[config.mk]
export PLATFORM = sky130hd
export DESIGN_NAME = sensor_change_monitor_flat
export DESIGN_NICKNAME = d
export VERILOG_FILES = /design/src/rtl/scm_pkg.sv /design/src/rtl/sensor_change_monitor_if.sv /design/src/rtl/scm_event_fifo.sv /design/src/rtl/sensor_change_monitor.sv /design/src/flat_wrapper.sv
export SDC_FILE = /design/constraint.sdc
export NUM_CORES = 1
export LEC_CHECK = 0
export CAP_MARGIN = 5
export CORE_MARGIN = 2
export CORE_UTILIZATION = 47
export CTS_BUF_LIST = sky130_fd_sc_hd__clkbuf_8 sky130_fd_sc_hd__clkbuf_16
export DETAILED_ROUTE_END_ITERATION = 8
export MAX_ROUTING_LAYER = met4
export PLACE_DENSITY_LB_ADDON = 0.08
export SYNTH_ARGS = -nofsm -noshare
export SYNTH_HDL_FRONTEND = slang
export SYNTH_SLANG_ARGS = --single-unit
[constraint.sdc]
create_clock -name clk -period 9.7 [get_ports clk]
set_clock_uncertainty 0.05 [all_clocks]
set_input_delay 1.455 -clock clk [delete_from_list [all_inputs] [get_ports clk]]
set_output_delay 1.455 -clock clk [all_outputs]
set_load 0.05 [all_outputs]
[src/rtl/scm_pkg.sv]
// Shared types and helpers for the sensor change monitor.
// With SCM_TIMESTAMP_EN defined, event entries carry a 16-bit cycle timestamp.
package scm_pkg;

  localparam int TS_W      = 16;
  localparam int SCM_WIDTH = 8;

  function automatic int ch_w(input int num_ch);
    return (num_ch > 1) ? $clog2(num_ch) : 1;
  endfunction

  localparam int SCM_CH_W = ch_w(4);

  // Event layout for the default 4-channel, 8-bit build
  typedef struct packed {
    logic [SCM_CH_W-1:0]  ch;
    logic [SCM_WIDTH-1:0] delta;
    logic                 up;
`ifdef SCM_TIMESTAMP_EN
    logic [TS_W-1:0]      ts;
`endif
  } scm_evt_t;

endpackage

[src/rtl/sensor_change_monitor_if.sv]
// Sample input and event output bundle of the sensor change monitor.
// evt_ts exists only when SCM_TIMESTAMP_EN is defined.
interface sensor_change_monitor_if #(
  parameter int WIDTH  = 8,
  parameter int NUM_CH = 4,
  parameter int DEPTH  = 4
);
  import scm_pkg::*;

  localparam int CW = ch_w(NUM_CH);

  logic                     in_valid;
  logic [WIDTH-1:0]         data_in;
  logic [CW-1:0]            ch_sel;
  logic [WIDTH-1:0]         thresh;
  logic                     evt_ready;
  logic                     clr_ovf;
  logic                     evt_valid;
  logic [CW-1:0]            evt_ch;
  logic [WIDTH-1:0]         evt_delta;
  logic                     evt_up;
  logic                     overflow;
  logic [$clog2(DEPTH):0]   level;
`ifdef SCM_TIMESTAMP_EN
  logic [TS_W-1:0]          evt_ts;
`endif

  modport master (
    output in_valid, data_in, ch_sel, thresh, evt_ready, clr_ovf,
`ifdef SCM_TIMESTAMP_EN
    input  evt_ts,
`endif
    input  evt_valid, evt_ch, evt_delta, evt_up, overflow, level
  );

  modport slave (
    input  in_valid, data_in, ch_sel, thresh, evt_ready, clr_ovf,
`ifdef SCM_TIMESTAMP_EN
    output evt_ts,
`endif
    output evt_valid, evt_ch, evt_delta, evt_up, overflow, level
  );

endinterface

[src/rtl/scm_event_fifo.sv]
// Synchronous event FIFO; a push into a full FIFO is accepted only alongside a pop.
// The read port holds the last head entry while the FIFO is empty.
module scm_event_fifo #(
  parameter int DW    = 8,
  parameter int DEPTH = 4
) (
  input  logic                   clk,
  input  logic                   reset,
  input  logic                   push_i,
  input  logic                   pop_i,
  input  logic [DW-1:0]          wdata_i,
  output logic [DW-1:0]          rdata_o,
  output logic [$clog2(DEPTH):0] count_o,
  output logic                   full_o,
  output logic                   empty_o
);

  localparam int PW = $clog2(DEPTH);
  localparam logic [PW:0] FULL_CNT = (PW+1)'(DEPTH);

  logic [DW-1:0] mem_q [DEPTH];
  logic [DW-1:0] hold_q;
  logic [PW-1:0] rd_q, rd_d;
  logic [PW-1:0] wr_q, wr_d;
  logic [PW:0]   cnt_q, cnt_d;
  logic          push_ok, pop_ok;

  assign full_o  = (cnt_q == FULL_CNT);
  assign empty_o = (cnt_q == '0);
  assign pop_ok  = pop_i & ~empty_o;
  assign push_ok = push_i & (~full_o | pop_ok);
  assign count_o = cnt_q;
  assign rdata_o = empty_o ? hold_q : mem_q[rd_q];

  always_comb begin
    rd_d  = pop_ok  ? rd_q + 1'b1 : rd_q;
    wr_d  = push_ok ? wr_q + 1'b1 : wr_q;
    cnt_d = cnt_q;
    case ({push_ok, pop_ok})
      2'b10:   cnt_d = cnt_q + 1'b1;
      2'b01:   cnt_d = cnt_q - 1'b1;
      default: cnt_d = cnt_q;
    endcase
  end

  always_ff @(posedge clk or posedge reset) begin
    if (reset) begin
      for (int i = 0; i < DEPTH; i++) mem_q[i] <= '0;
      hold_q <= '0;
      rd_q   <= '0;
      wr_q   <= '0;
      cnt_q  <= '0;
    end else begin
      if (push_ok) mem_q[wr_q] <= wdata_i;
      if (!empty_o) hold_q <= mem_q[rd_q];
      rd_q  <= rd_d;
      wr_q  <= wr_d;
      cnt_q <= cnt_d;
    end
  end

endmodule

[src/rtl/sensor_change_monitor.sv]
// Per-channel baseline tracker that queues an event when a sample moves past the threshold.
// SCM_TIMESTAMP_EN adds a free-running cycle counter whose value is stored with each event.
module sensor_change_monitor
  import scm_pkg::*;
#(
  parameter int WIDTH  = 8,
  parameter int NUM_CH = 4,
  parameter int DEPTH  = 4
) (
  input logic                     clk,
  input logic                     reset,
  sensor_change_monitor_if.slave  bus
);

  localparam int CW = ch_w(NUM_CH);

  typedef struct packed {
    logic [CW-1:0]    ch;
    logic [WIDTH-1:0] delta;
    logic             up;
`ifdef SCM_TIMESTAMP_EN
    logic [TS_W-1:0]  ts;
`endif
  } evt_t;

  logic             s1_valid_q;
  logic [WIDTH-1:0] s1_data_q;
  logic [CW-1:0]    s1_ch_q;
  logic [WIDTH-1:0] base_q [NUM_CH];
  logic [NUM_CH-1:0] primed_q;
  logic             ovf_q, ovf_d;

  logic [WIDTH-1:0] base_sel;
  logic [WIDTH-1:0] diff;
  logic             up;
  logic             evt_gen;
  logic             base_wr;
  logic             fifo_full, fifo_empty;
  evt_t             push_evt, head;
  logic [$bits(evt_t)-1:0] fifo_rdata;

`ifdef SCM_TIMESTAMP_EN
  logic [TS_W-1:0]  ts_q;
`endif

  // Larger minus smaller keeps the difference unsigned without wrap
  assign base_sel = base_q[s1_ch_q];
  assign up       = (s1_data_q > base_sel);
  assign diff     = up ? (s1_data_q - base_sel) : (base_sel - s1_data_q);
  assign evt_gen  = s1_valid_q & primed_q[s1_ch_q] & (diff > bus.thresh);
  assign base_wr  = s1_valid_q & (~primed_q[s1_ch_q] | evt_gen);

  always_comb begin
    push_evt       = '0;
    push_evt.ch    = s1_ch_q;
    push_evt.delta = diff;
    push_evt.up    = up;
`ifdef SCM_TIMESTAMP_EN
    push_evt.ts    = ts_q;
`endif
  end

  // A dropped push wins over a clear in the same cycle
  always_comb begin
    ovf_d = ovf_q;
    if (evt_gen && fifo_full && !bus.evt_ready) ovf_d = 1'b1;
    else if (bus.clr_ovf)                       ovf_d = 1'b0;
  end

  always_ff @(posedge clk or posedge reset) begin
    if (reset) begin
      s1_valid_q <= 1'b0;
      s1_data_q  <= '0;
      s1_ch_q    <= '0;
      for (int i = 0; i < NUM_CH; i++) base_q[i] <= '0;
      primed_q   <= '0;
      ovf_q      <= 1'b0;
    end else begin
      s1_valid_q <= bus.in_valid;
      if (bus.in_valid) begin
        s1_data_q <= bus.data_in;
        s1_ch_q   <= bus.ch_sel;
      end
      if (base_wr) begin
        base_q[s1_ch_q]   <= s1_data_q;
        primed_q[s1_ch_q] <= 1'b1;
      end
      ovf_q <= ovf_d;
    end
  end

`ifdef SCM_TIMESTAMP_EN
  always_ff @(posedge clk or posedge reset) begin
    if (reset) ts_q <= '0;
    else       ts_q <= ts_q + 1'b1;
  end
`endif

  scm_event_fifo #(
    .DW    ($bits(evt_t)),
    .DEPTH (DEPTH)
  ) u_fifo (
    .clk     (clk),
    .reset   (reset),
    .push_i  (evt_gen),
    .pop_i   (bus.evt_ready),
    .wdata_i (push_evt),
    .rdata_o (fifo_rdata),
    .count_o (bus.level),
    .full_o  (fifo_full),
    .empty_o (fifo_empty)
  );

  assign head          = evt_t'(fifo_rdata);
  assign bus.evt_valid = ~fifo_empty;
  assign bus.evt_ch    = head.ch;
  assign bus.evt_delta = head.delta;
  assign bus.evt_up    = head.up;
  assign bus.overflow  = ovf_q;
`ifdef SCM_TIMESTAMP_EN
  assign bus.evt_ts    = head.ts;
`endif

endmodule

[src/flat_wrapper.sv]
// flat-port wrapper written by rule: the top's interface ports become plain ports
module sensor_change_monitor_flat import scm_pkg::*;
#(
  parameter int WIDTH  = 8,
  parameter int NUM_CH = 4,
  parameter int DEPTH  = 4
)
  (clk, reset, bus_in_valid, bus_data_in, bus_ch_sel, bus_thresh, bus_evt_ready, bus_clr_ovf, bus_evt_valid, bus_evt_ch, bus_evt_delta, bus_evt_up, bus_overflow, bus_level);
  sensor_change_monitor_if #(.WIDTH(WIDTH), .NUM_CH(NUM_CH), .DEPTH(DEPTH)) bus_i ();
  input logic clk;
  input logic reset;
  input wire logic [$bits(bus_i.in_valid)-1:0] bus_in_valid;
  input wire logic [$bits(bus_i.data_in)-1:0] bus_data_in;
  input wire logic [$bits(bus_i.ch_sel)-1:0] bus_ch_sel;
  input wire logic [$bits(bus_i.thresh)-1:0] bus_thresh;
  input wire logic [$bits(bus_i.evt_ready)-1:0] bus_evt_ready;
  input wire logic [$bits(bus_i.clr_ovf)-1:0] bus_clr_ovf;
  output wire logic [$bits(bus_i.evt_valid)-1:0] bus_evt_valid;
  output wire logic [$bits(bus_i.evt_ch)-1:0] bus_evt_ch;
  output wire logic [$bits(bus_i.evt_delta)-1:0] bus_evt_delta;
  output wire logic [$bits(bus_i.evt_up)-1:0] bus_evt_up;
  output wire logic [$bits(bus_i.overflow)-1:0] bus_overflow;
  output wire logic [$bits(bus_i.level)-1:0] bus_level;
  assign bus_i.in_valid = bus_in_valid;
  assign bus_i.data_in = bus_data_in;
  assign bus_i.ch_sel = bus_ch_sel;
  assign bus_i.thresh = bus_thresh;
  assign bus_i.evt_ready = bus_evt_ready;
  assign bus_i.clr_ovf = bus_clr_ovf;
  assign bus_evt_valid = bus_i.evt_valid;
  assign bus_evt_ch = bus_i.evt_ch;
  assign bus_evt_delta = bus_i.evt_delta;
  assign bus_evt_up = bus_i.evt_up;
  assign bus_overflow = bus_i.overflow;
  assign bus_level = bus_i.level;
  sensor_change_monitor #(.WIDTH(WIDTH), .NUM_CH(NUM_CH), .DEPTH(DEPTH)) u_core (.clk(clk), .reset(reset), .bus(bus_i));
endmodule
==> Flow_metrics.wiki, run 1 <==
{| class="wikitable"
! Metric !! Value
|-
| Run status || complete, no violations
|-
| RSZ-0062 raised after global routing || no
|-
| Total of warnings raised by yosys || 0
|-
| Synthesized flop and latch total || 110
|-
| TritonCTS clock tree || built
|-
| Synthesized netlist cell count || 449
|-
| Metal1 wirelength || 5.08 mm
|-
| Overflow after GRT || 0
|-
| Syn Nets || 503
|-
| Vias after detailed routing || 3418
|-
| Post-synth cell types || 41
|-
| Most instantiated cells after synthesis || dfrtp_1, mux2_2, inv_1
|-
| Number of global-route vias before repair || 3542
|-
| Type of the setup path with the least slack || flop to flop
|-
| Largest area contributor in the synthesized netlist || dfrtp_1
|-
| Global Route Usage Sum || 19.6%
|-
| Ports placed on the boundary || 39
|-
| Number of buffers on the longest clock path || 2
|-
| Post-DR vias/cell || 5.38
|-
| Hold Violations, Final || 0
|-
| Arrival time worst endpoint || 6.28 ns
|-
| Length of the first detailed-routing pass in iterations || 4
|-
| Final std cells w/o fill || 635
|-
| Highest fanout seen on the critical path || 18
|-
| Antenna violation net count after detailed routing || 0
|-
| DRC viols || 0
|-
| Worst slack on hold paths || 0.412 ns
|-
| Number of rows in the core area || 40
|-
| Root Buffer Master || clkbuf_16
|-
| Post-CTS Repair Setup Buffers || 0
|-
| Antenna violations before repair || 0
|-
| Skew-Pair Late Insertion Delay || 0.35 ns
|-
| Fraction of synthesized cell area taken by the top area cell type || 48.5%
|-
| Starting Density || 47.6%
|-
| H-Tree Depth || 3
|-
| Sum of net half-perimeters after detailed placement || 7.89 mm
|-
| Number of hold buffers added after CTS || 0
|-
| Slew @ Worst Pin || 0.877 ns
|-
| Data required time of the critical path || 9.92 ns
|-
| Achievable frequency || 165 MHz
|-
| Fraction of the yosys area taken by sequential cells || 48.5%
|-
| Core area || 11900 um2
|-
| Slew margin rel. || 41.5%
|-
| Top_reg_cell synth || dfrtp_1
|-
| Number of cells after detailed placement || 621
|-
| Placer's final routability congestion estimate || 0.861
|-
| Met2 wirelength from detailed routing || 5.47 mm
|-
| Iteration-0 DRC Markers || 166
|-
| CP Capture Type || flop
|-
| Clock slew at the register clock pins of the worst setup and hold paths || 0.06 ns
|-
| Final setup violation count || 0
|-
| Worst min path class || flop to flop
|-
| Synthesis-to-layout area growth || 13.7%
|-
| Sinks on Clock Net || 110
|-
| Main area contributors after synthesis || dfrtp_1, mux2_2, ha_1
|-
| Final Slew Violations || 0
|-
| Cells resized by post-CTS repair || 0
|-
| Synth Area per Inst || 12.6 um2
|-
| WL per Instance || 17.4 um
|-
| DR top layer || met4
|-
| Share of synthesized flip-flops with an asynchronous set or reset || 100%
|-
| Wirelength, routed || 11.0 mm
|-
| Ant diodes || 0
|-
| Global-route wire length before repair || 18.6 mm
|-
| Share of the clock period used by the worst path after layout || 62.5%
|-
| CP Launch Type || flop
|-
| CTS Buf Count || 9
|-
| Die extent in x || 114 um
|-
| Post-route setup TNS || 0 ns
|-
| Number of enable-type register cells in the synthesized netlist || 0
|-
| Die extent in y || 114 um
|-
| Ratio of cells with drive above 1 in the final layout || 23.0%
|-
| Final-stage net count || 539
|-
| Final core area utilization || 54.1%
|-
| Post-Synthesis Cell Area || 5670 um2
|-
| Number of buffers inserted by port buffering || 38
|-
| Number of max-cap violations || 0
|-
| Area of the die || 13000 um2
|-
| Maximum number of pins on one net before global-route repair || 62
|-
| Cell with the most instances after synthesis || dfrtp_1
|-
| Detailed-routed wire length on met3 || 353 um
|-
| Final Critical Period || 6.06 ns
|}
==> through the flow <==
step	worst slack, ns	instance area [um2]
6_report	3.64	6450
5_1_grt	3.14	6450
4_1_cts	3.62	6450
3_5_place_dp	3.66	6160
3_3_place_gp	3.76	6160
2_1_floorplan	4.27	5670
==> final timing paths <==
path                                    start                        to  slack [ns]  depth (start not counted)
max                         u_core.s1_ch_q[0]  u_core.u_fifo.count_o[2]        3.64                         19
max in group asynchronous               reset  u_core.u_fifo.count_o[1]        6.96                          3
max reg2reg                 u_core.s1_ch_q[0]  u_core.u_fifo.count_o[2]        3.64                         19
min                        u_core.primed_q[1]        u_core.primed_q[1]        0.41                          1
min reg2reg                u_core.primed_q[1]        u_core.primed_q[1]        0.41                          1
min in group asynchronous               reset       u_core.s1_data_q[2]        1.47                          2
==> layout by cell type (no fill, tap or decap), drive strengths merged <==
master,netlist,final
nor2,32,32
ha,28,28
or3,1,1
nor2b,4,4
nand2b,5,5
inv,39,41
mux4,20,20
o211ai,3,3
or4b,1,1
xnor2,6,6
and2,2,2
a211oi,8,8
clkdlybuf4s50,0,38
mux2i,9,9
fa,3,3
clkbuf,6,11
mux2,64,64
nor3,1,1
bufinv,0,1
nand4,5,5
o22ai,1,1
o21ai,13,13
a31oi,2,2
a21o,9,9
nand3b,2,2
buf,12,5
o21a,1,1
nand2,15,15
a21oi,39,39
nand3,1,1
dfrtp,110,110
o31ai,1,1
or2,1,1
xor2,5,5
==> flip-flops by register name (all words and copies together), names as in the netlist <==
name                   cells
u_core.u_fifo.rd_q         2
u_core.s1_ch_q             2
u_core.u_fifo.count_o      3
u_core.u_fifo.wr_q         2
u_core.u_fifo.mem_q       44
u_core.u_fifo.hold_q      11
u_core.bus.overflow        1
u_core.s1_valid_q          1
u_core.primed_q            4
u_core.s1_data_q           8
u_core.base_q             32
==> kinds of logic (layout without fill, tap and decap cells) <==
logic type / after synthesis / after routing / share of synthesized area (%)
flip-flops: 110 / 110 / 48.5
multiplexers: 93 / 93 / 22.6
AO/OA/AOI/OAI: 77 / 77 / 9.48
AND/OR/NAND/NOR: 70 / 70 / 5.84
buffers and inverters: 57 / 96 / 4.67
adder cells (fa/ha/maj): 31 / 31 / 7.23
XOR/XNOR: 11 / 11 / 1.70
==> layout make-up <==
class / count / area [um2]
clock buffer: 11 / 253
clock inverter: 3 / 37.5
fill: 1057 / 5460
inverter: 39 / 149
multi-input combinational: 282 / 2660
sequential: 110 / 2750
tap: 147 / 184
timing repair buffer: 43 / 418
==> critical path: stages, from the launching register on <==
cell and delay (ns):
dfrtp_1 0.91, mux4_1 0.67, ha_1 0.41, a21oi_2 0.16, a21oi_1 0.13, o31ai_4 0.49, mux2_2 0.40, mux2i_1 0.38
inv_1 0.08, ha_1 0.32, nand4_1 0.17, o211ai_2 0.43, a21o_1 0.16, nand2b_1 0.18, ha_1 0.20, inv_1 0.06
fa_1 0.37, xor2_1 0.15, nor2_1 0.11, xor2_1 0.15
==> layer usage <==
| layer | GRT usage [%] | vias to the layer above |
|---|---|---|
| met4 | 5.12 | 0 |
| met2 | 31.4 | 36 |
| met3 | 5.26 | 9 |
| met5 | - | - |
| li1 | - | 1645 |
| met1 | 24.9 | 1728 |
Power of run 1 is not shown: default switching activity piles up to over one toggle a cycle in this logic, so the estimate is an artifact.
==> run 2, diff against run 1 <==
==> constraint.sdc (replaced) <==
create_clock -name clk -period 5.4 [get_ports clk]
set_clock_uncertainty 0.05 [all_clocks]
set_input_delay 0.81 -clock clk [delete_from_list [all_inputs] [get_ports clk]]
set_output_delay 0.81 -clock clk [all_outputs]
set_load 0.05 [all_outputs]
==> Flow_metrics.wiki, run 2 (synthesized netlist as in run 1, its figures left out) <==
{| class="wikitable"
! Metric !! Value
|-
| Wirelength, routed || 11.6 mm
|-
| Global-route wire length before repair || 19.4 mm
|-
| Type of the setup path with the least slack || flop to flop
|-
| Worst min path class || flop to flop
|-
| Leading cell type in the layout, fill and taps excluded || dfrtp_1
|-
| Number of buffers on the longest clock path || 2
|-
| Slew margin rel. || 35.5%
|-
| Ports placed on the boundary || 39
|-
| Overflow after GRT || 0
|-
| RSZ-0062 raised after global routing || no
|-
| Highest fanout seen on the critical path || 8
|-
| DRC viols || 0
|-
| Run status || complete, no violations
|-
| CP Launch Type || flop
|-
| Die extent in y || 114 um
|-
| Largest registers || u_core.u_fifo.mem_q x44, u_core.base_q x32, u_core.u_fifo.hold_q x11
|-
| Final setup violation count || 0
|-
| Ant diodes || 0
|-
| Slew @ Worst Pin || 0.967 ns
|-
| Number of flip-flops in the largest register || 44
|-
| Area of the die || 13000 um2
|-
| Share of the clock period used by the worst path after layout || 94.0%
|-
| Data required time of the critical path || 5.63 ns
|-
| Number of buffers inserted by port buffering || 38
|-
| Post-DR vias/cell || 5.37
|-
| Length of the first detailed-routing pass in iterations || 5
|-
| Synthesis-to-layout area growth || 17.0%
|-
| WL per Instance || 17.6 um
|-
| Iteration-0 DRC Markers || 182
|-
| Clock slew at the register clock pins of the worst setup and hold paths || 0.07 ns
|-
| Die extent in x || 114 um
|-
| Final-stage net count || 559
|-
| Sum of net half-perimeters after detailed placement || 8.49 mm
|-
| Placer's final routability congestion estimate || 0.854
|-
| Achievable frequency || 197 MHz
|-
| Maximum number of pins on one net before global-route repair || 81
|-
| Ratio of cells with drive above 1 in the final layout || 27.8%
|-
| CTS Buf Count || 9
|-
| H-Tree Depth || 3
|-
| Final Critical Period || 5.08 ns
|-
| Vias after detailed routing || 3530
|-
| Arrival time worst endpoint || 5.30 ns
|-
| CP Capture Type || flop
|-
| Core area || 11900 um2
|-
| Hold Violations, Final || 0
|-
| Final Slew Violations || 0
|-
| Post-route setup TNS || 0 ns
|-
| Number of rows in the core area || 40
|-
| Root Buffer Master || clkbuf_16
|-
| Number of hold buffers added after CTS || 0
|-
| Antenna violation net count after detailed routing || 0
|-
| Antenna violations before repair || 0
|-
| Number of global-route vias before repair || 3748
|-
| Highest-count cells in the layout ignoring fill and taps || dfrtp_1, mux2_2, inv_1, clkdlybuf4s50_1, a21oi_1
|-
| Starting Density || 47.6%
|-
| Register containing the most flip-flops in the final layout || u_core.u_fifo.mem_q
|-
| TritonCTS clock tree || built
|-
| Sinks on Clock Net || 110
|-
| Global Route Usage Sum || 20.2%
|-
| Skew-Pair Late Insertion Delay || 0.35 ns
|-
| Number of max-cap violations || 0
|}
-- run 2: critical path: stages, from the launching register on --
cell and delay [ns]:
dfrtp_2 0.52, mux4_1 0.62, ha_2 0.43, nand4_1 0.17, or2_2 0.37, o31ai_4 0.12
mux2i_1 0.27, xnor2_1 0.18, inv_1 0.07, ha_1 0.30, a21o_1 0.18, a21o_1 0.18
a21oi_2 0.17, a21o_1 0.16, nand2b_1 0.18, ha_1 0.20, inv_1 0.06, fa_1 0.37
xor2_1 0.15, nor2_1 0.11, xor2_1 0.16
-- run 2: repair_timing --
action                     CTS  global route
gates resized for setup      0             7
setup buffers                0             2
setup endpoints to repair    0             2
-- run 2: metal layers --
metal | global-route usage, % | vias to the layer above | share of wire (%)
li1 | - | 1696 | -
met5 | - | - | 0
met3 | 4.09 | 17 | 2.6
met1 | 24.2 | 1765 | 44
met4 | 6.83 | 0 | 2.0
met2 | 34.5 | 52 | 51
-- run 2: worst paths after layout --
check                              startpoint  slack [ns]                  endpoint  cells after the start
hold / removal             u_core.primed_q[0]        0.42        u_core.primed_q[0]                      1
setup / recovery            u_core.s1_ch_q[0]        0.32  u_core.u_fifo.count_o[2]                     20
min in group asynchronous               reset        0.97   u_core.u_fifo.mem_q[12]                      2
setup reg to reg            u_core.s1_ch_q[0]        0.32  u_core.u_fifo.count_o[2]                     20
hold reg to reg            u_core.primed_q[0]        0.42        u_core.primed_q[0]                      1
max in group asynchronous               reset        3.33        u_core.primed_q[1]                      3
-- run 2: through the flow --
step	hold WS, ns	utilization, %	instances	cell area, um2	worst slack [ns]
2_1_floorplan	0.379	-	449	5680	0.140
3_3_place_gp	0.398	52.8	639	6290	0.252
3_5_place_dp	0.403	52.8	639	6290	0.108
4_1_cts	0.422	55.5	655	6620	0.0949
5_1_grt	0.447	55.7	657	6640	0.00778
6_report	0.421	55.7	657	6640	0.323
-- run 2: cell type report --
| cell class | instances | area [um2] |
|---|---|---|
| Sequential cell | 110 | 2750 |
| Timing Repair Buffer | 63 | 572 |
| Clock buffer | 9 | 225 |
| Inverter | 39 | 149 |
| Tap cell | 147 | 184 |
| Multi-Input combinational cell | 282 | 2660 |
| Fill cell | 1034 | 5270 |
| Clock inverter | 7 | 95.1 |
Power of run 2 is left out for the same reason.
